`config.mk`:
```
export PLATFORM = sky130hd
export DESIGN_NAME = forwarding_pipeline_tracker
export DESIGN_NICKNAME = d
export VERILOG_FILES = /design/src/rtl/pipeline_pkg.sv /design/src/rtl/dest_stage_reg.sv /design/src/rtl/forwarding_pipeline_tracker.sv
export SDC_FILE = /design/constraint.sdc
export NUM_CORES = 1
export LEC_CHECK = 0
export CORE_AREA = 4 4 111 113
export CTS_BUF_LIST = sky130_fd_sc_hd__clkbuf_2
export DETAILED_ROUTE_END_ITERATION = 7
export DIE_AREA = 0 0 115 117
export PLACE_DENSITY = 0.79
export SKIP_CTS_REPAIR_TIMING = 1
export SLEW_MARGIN = 20
export SYNTH_ARGS = -nofsm -noshare
export SYNTH_HDL_FRONTEND = slang
export SYNTH_SLANG_ARGS = --single-unit
```
`constraint.sdc`:
```
create_clock -name clk -period 4.9 [get_ports clk]
set_clock_uncertainty 0.15 [all_clocks]
set_input_delay 1.47 -clock clk [delete_from_list [all_inputs] [get_ports clk]]
set_output_delay 1.47 -clock clk [all_outputs]
set_load 0.02 [all_outputs]
```
`src/rtl/pipeline_pkg.sv`:
```
// pipeline_pkg: shared forwarding-select, register and stage-entry constants
package pipeline_pkg;
    localparam logic [1:0] FWD_RF  = 2'b00;
    localparam logic [1:0] FWD_EX  = 2'b01;
    localparam logic [1:0] FWD_MEM = 2'b10;
    localparam logic [1:0] FWD_WB  = 2'b11;
    localparam logic [4:0] REG_X0  = 5'd0;
    localparam int         STAGE_W = 7;
endpackage

```
`src/rtl/dest_stage_reg.sv`:
```
// dest_stage_reg: one {dest, rf_en, load} tracking register with bubble insertion
module dest_stage_reg
    import pipeline_pkg::*;
(
    input  logic               clk,
    input  logic               reset,
    input  logic               bubble,
    input  logic [STAGE_W-1:0] entry_in,
    output logic [STAGE_W-1:0] entry_out
);
    logic [STAGE_W-1:0] entry_d, entry_q;

    // a bubble replaces the incoming entry with an all-zero (no-write) entry
    always_comb entry_d = bubble ? '0 : entry_in;

    // stage register; reset discards whatever is in flight
    always_ff @(posedge clk) entry_q <= reset ? '0 : entry_d;

    assign entry_out = entry_q;
endmodule

```
`src/rtl/forwarding_pipeline_tracker.sv`:
```
// forwarding_pipeline_tracker: EX/MEM/WB destination tracking, bubble count and operand forwarding mux
module forwarding_pipeline_tracker
    import pipeline_pkg::*;
#(
    parameter int DATA_W = 32,
    parameter int CNT_W  = 32
) (
    input  logic              clk,
    input  logic              reset,
    input  logic [4:0]        id_rd,
    input  logic              id_rf_enable,
    input  logic              id_load_instruction,
    input  logic              id_valid,
    input  logic              nop_signal,
    input  logic              flush,
    input  logic [1:0]        pa_selector,
    input  logic [1:0]        pb_selector,
    input  logic [DATA_W-1:0] id_pa,
    input  logic [DATA_W-1:0] id_pb,
    input  logic [DATA_W-1:0] ex_result,
    input  logic [DATA_W-1:0] mem_result,
    input  logic [DATA_W-1:0] wb_result,
    output logic [4:0]        ex_destination,
    output logic [4:0]        mem_destination,
    output logic [4:0]        wb_destination,
    output logic              ex_rf_enable,
    output logic              mem_rf_enable,
    output logic              wb_rf_enable,
    output logic              ex_load_instruction,
    output logic [DATA_W-1:0] pa_operand,
    output logic [DATA_W-1:0] pb_operand,
    output logic [CNT_W-1:0]  bubble_count
);
    logic [STAGE_W-1:0] id_entry, ex_entry, mem_entry, wb_entry;
    logic               ex_bubble, counted;
    logic [CNT_W-1:0]   bubble_count_d, bubble_count_q;
    logic               unused_wb_load;

    // x0 is tracked as a non-writer so it can never be forwarded
    always_comb begin
        id_entry  = {id_rd, id_rf_enable && (id_rd != REG_X0), id_load_instruction};
        ex_bubble = nop_signal | flush | ~id_valid;
        counted   = nop_signal | flush;
    end

    dest_stage_reg u_ex  (.clk(clk), .reset(reset), .bubble(ex_bubble), .entry_in(id_entry),  .entry_out(ex_entry));
    dest_stage_reg u_mem (.clk(clk), .reset(reset), .bubble(1'b0),      .entry_in(ex_entry),  .entry_out(mem_entry));
    dest_stage_reg u_wb  (.clk(clk), .reset(reset), .bubble(1'b0),      .entry_in(mem_entry), .entry_out(wb_entry));

    // saturating count of hazard/flush bubbles; idle ID slots are not counted
    always_comb bubble_count_d = (counted && bubble_count_q != '1) ? bubble_count_q + 1'b1 : bubble_count_q;

    // bubble counter register
    always_ff @(posedge clk) bubble_count_q <= reset ? '0 : bubble_count_d;

    // operand forwarding mux, same selection for A and B
    always_comb begin
        pa_operand = pa_selector == FWD_EX  ? ex_result  :
                     pa_selector == FWD_MEM ? mem_result :
                     pa_selector == FWD_WB  ? wb_result  : id_pa;
        pb_operand = pb_selector == FWD_EX  ? ex_result  :
                     pb_selector == FWD_MEM ? mem_result :
                     pb_selector == FWD_WB  ? wb_result  : id_pb;
    end

    assign {ex_destination, ex_rf_enable, ex_load_instruction} = ex_entry;
    assign {mem_destination, mem_rf_enable} = mem_entry[STAGE_W-1:1];
    assign {wb_destination, wb_rf_enable, unused_wb_load} = wb_entry;
    assign bubble_count = bubble_count_q;
endmodule
```
; Word level (Yosys, flattened, before mapping)
; Index checks and enable logic that the tools add are counted.
[op_classes]
add_sub_neg = 1
n_eq_ne = 7
mux = 6
n_bitwise = 3
n_reduce_logical = 4
[op_table]
columns = op, n
row1 = $mux W32, 6
row2 = $add A32 B1 Y32 const B, 1
row3 = $ne A32 B32 Y1 const B, 1
row4 = $eq A2 B2 Y1 const B, 4
row5 = $reduce_bool A5 Y1, 1
row6 = $eq A2 B1 Y1 const B, 2
row7 = $logic_and A1 B1 Y1, 2
row8 = $or A1 B1 Y1, 2
row9 = $reduce_or A2 Y1, 1
row10 = $not A1 Y1, 1
[totals]
regBits = 53
input_bits = 176
output_inout_bits = 115
wordCells = 25

; Logic depth before layout (Yosys ltp)
[depth]
word_depth = 4
depth_mapped = 8
depth_no_buf = 6

; Cells and area by module
; A second synthesis with hierarchy kept.
[unflattened]
cells_unflattened = 323
hier_area_um2 = 3787.4
[by_module_without_submodules]
columns = mod, n_inst, cells_per_inst, area_per_inst_um2, seq_area_each_um2
row1 = forwarding_pipeline_tracker, 1, 281, 3209.3, 640.6
row2 = dest_stage_reg, 3, 14, 192.7, 140.1

; Worst setup path before layout
; No wires, ideal clock.
[synth_timing]
path_kind = input to output
from = input pb_selector[1]
to = output pb_operand[10]
t_arrival_ns = 2.870
t_required_ns = 3.280
path_slack_ns = 0.410
stages = 3
path_buffers = 2
cell_sequence = clkbuf_1 > buf_1 > mux4_2
[synth_between]
elab_chain_cells = 4
word_cells_on_any_way = 6
cone_classes = eq/ne: 3 / mux: 3
[synth_lines]
columns = element, line_no
row1 = from (decl), forwarding_pipeline_tracker.sv:17  ; input logic [1:0] pb_selector,
row2 = $eq A2 B2 Y1, forwarding_pipeline_tracker.sv:63  ; pb_selector == FWD_WB ? wb_result : id_pb;
row3 = $mux W32, forwarding_pipeline_tracker.sv:63
row4 = $mux W32, forwarding_pipeline_tracker.sv:62  ; pb_selector == FWD_MEM ? mem_result :
row5 = $mux W32 *, forwarding_pipeline_tracker.sv:61  ; pb_operand = pb_selector == FWD_EX ? ex_result :
row6 = to (decl), forwarding_pipeline_tracker.sv:31  ; output logic [DATA_W-1:0] pb_operand,
; Every way passes the cells marked *; elsewhere a longest branch is shown, timed or not.

; Worst setup path in the final report
[layout_timing]
from = input pb_selector[0]
to = output pb_operand[11]
; Same word-level chain as after synthesis.

==> qor.txt <==
status = finished clean
htree depth = 2
area grow syn2layout = 90.70%
Gate Count Post-Synth = 323
fin. max-slew vios = 0
height of the chip = 117 microns
Post-Place Worst Slack = 0.03720 ns
VDD IR max = 0.2255 mV
Routed WL per cell = 23.53 microns
post-route insts no fill = 756
Cell Area, Synth = 0.003631 sq mm
R2R depth = 7
hold worst-path end = u_wb.entry_out[5]
post-DR vias/cell = 5.610
most frequent cells in the layout = 283 x clkdlybuf4s50_1, 64 x mux4_2, 51 x dfxtp_1
Mapped Nets = 500
TritonRoute pass-1 iters = 5
die width = 115 microns
clock root buffer master = clkbuf_2
WP data required = 3.28 ns
die area = 0.01346 sq mm
final worst-path cycle share = 0.9930
placed instance area = 0.006865 sq mm
Avg Cell Area, Syn = 11.24 sq um
via count = 4241
fin crit period = 4.866 ns
met1 usage in global routing = 0.3170
Final Instance Area = 0.006924 sq mm
Final nets = 787
slew margin rel. = 0.4766
largest net degree at the start of global routing = 47
met3 global-route usage = 0.07095
critical path launch point type = primary input
gr usage total = 0.2506
total CTS buffers = 5
Clock power frac = 0.163
Rows = 39
Worst-path clk slew = 0.29 ns
CORE AREA = 0.01132 sq mm
placed cells = 746
arrival time worst endpoint = 3.25 ns
number of port buffers = 290
commonest non-fill, non-tap cell in the layout = clkdlybuf4s50_1
share of cells above drive strength 1 = 0.1735
Max-Cap Viols = 0
Placer Congestion = 0.9643
cell taking the most area after synthesis = mux4_2
grt ovf = 0
sequential share of power = 0.366
Int Pwr = 0.0007913 W
clk sinks = 51
Starting Density = 0.3207
WL final = 17790 microns
Slew @ Worst Pin = 0.7851 ns
final worst slack = 0.03437 ns
Crit Path Class = primary input to output port
Switching Fraction = 0.3188
Power Density = 167.8 mW/mm^2
Routed Antenna Nets = 0
total negative slack = 0 ns
initial antenna violation count = 4
reg2reg start = bubble_count[0]
vias in the first global route = 4199
r2r endpoint = bubble_count[1]
combinational share of power = 0.471
first-pass GRT wire length = 25570 microns
# setup viols final = 0
register-to-register path setup slack = 1.85 ns
CTS tree = built
endpoints failing hold = 0
Syn. warnings = 0
met2 GRT Util = 0.4282
Sw Pwr = 0.0003704 W
CP Max Fanout = 27
worst skew pair latency = 0.46 ns
flops & latches, synth = 51
WHS Path Cells = 1
Hold Path Class = register to register
RSZ-0062 raised after global routing = false
1st-iter DRT viols = 323
top post-synthesis cells by area = mux4_2 40%, dfxtp_1 28%, or3_1 4.3%, a21oi_1 3.7%, or4_1 2.7%
post-detail-place hpwl = 15000 microns
drt drc = 0
Ports = 291
top cell type's share of synthesized area = 0.3970
clock buffer depth = 2
HP Start = u_mem.entry_out[5]
post-synthesis cell type count = 34
most used routing layer = met2
Leakage = 2.292 nW
Worst setup EP type = output port
share of the yosys chip area belonging to registers = 0.2812
Tot Pwr = 0.001162 W
Fmax = 205.5 MHz
-- state kept, by name, indices dropped and copies added, names as in the netlist --
register         flops
bubble_count        32
u_mem.entry_out      6
u_ex.entry_out       7
u_wb.entry_out       6
-- Yosys cell counts (all sizes together) --
cell type	n
or3	25
and2	6
mux2	1
o31ai	9
o31a	1
o21ba	1
or3b	1
buf	8
nand3	9
a21oi	27
clkbuf	21
nand4	10
a211oi	1
or2	4
o311a	1
or4	13
nor4b	1
ha	1
dfxtp	51
inv	4
xor2	1
nor3	1
a2111o	1
mux4	64
nor2b	13
nor2	7
nor3b	2
nand2	17
nor4	2
mux2i	1
o21ai	19
-- area by class of cell --
type	count	area (sq um)
antenna	2	5.005
clock buffer	5	25.02
clock inverter	3	28.78
fill	935	4397
inverter	4	15.01
multi-input combinational	239	2495
sequential	51	1021
tap	143	178.9
timing repair buffer	309	3156
-- worst max-delay path by stage --
stage,start,endpoint,slack (ns),cells after the start
6_report,pb_selector[0],pb_operand[11],0.03,4
5_1_grt,pb_selector[0],pb_operand[6],0.009,4
4_1_cts,pb_selector[0],pb_operand[11],0.04,4
3_5_place_dp,pb_selector[0],pb_operand[11],0.04,4
3_3_place_gp,pa_selector[1],pa_operand[31],0.08,4
2_1_floorplan,pb_selector[1],pb_operand[10],0.41,3
-- critical path: stages --
cell and delay (ns):
clkdlybuf4s50_1 0.60, buf_12 0.23, mux4_2 0.32, clkdlybuf4s50_1 0.59
-- logic make-up (layout without fill, tap and decap cells) --
family,count (synthesis),in the layout,share of synthesized area
other cells,0,2,0
buf+inv,33,321,0.03549
xor+xnor,1,1,0.002413
mux,66,66,0.4028
simple gates,111,111,0.1795
compound gates,60,60,0.09511
fa+ha+maj,1,1,0.003445
flops,51,51,0.2812
-- power groups by stage --
stage	Clock (W)	Combinational (W)	Sequential (W)
after global placement	0	0.000539	0.000432
final	0.000189	0.000547	0.000425
after global routing	0.000210	0.000568	0.000427
after CTS	0.000193	0.000549	0.000425
after floorplan	0	0.000209	0.000437
after detailed placement	0	0.000545	0.000432
-- layer usage --
layer	vias to the layer above	wire, microns	part of all wire
met4	4	364	0.020
met5	-	27	0.0015
met2	240	8764	0.49
li1	1890	-	-
met1	2076	6866	0.39
met3	31	1765	0.099
-- per-stage QoR --
step,hold WS [ns],util
after floorplan,0.3962,-
after global placement,0.2940,0.6051
after detailed placement,0.3009,0.6064
after CTS,0.3321,0.6112
after global routing,0.3489,0.6116
final,0.3303,0.6116
No activity file was read; power rests on OpenSTA's default activity.
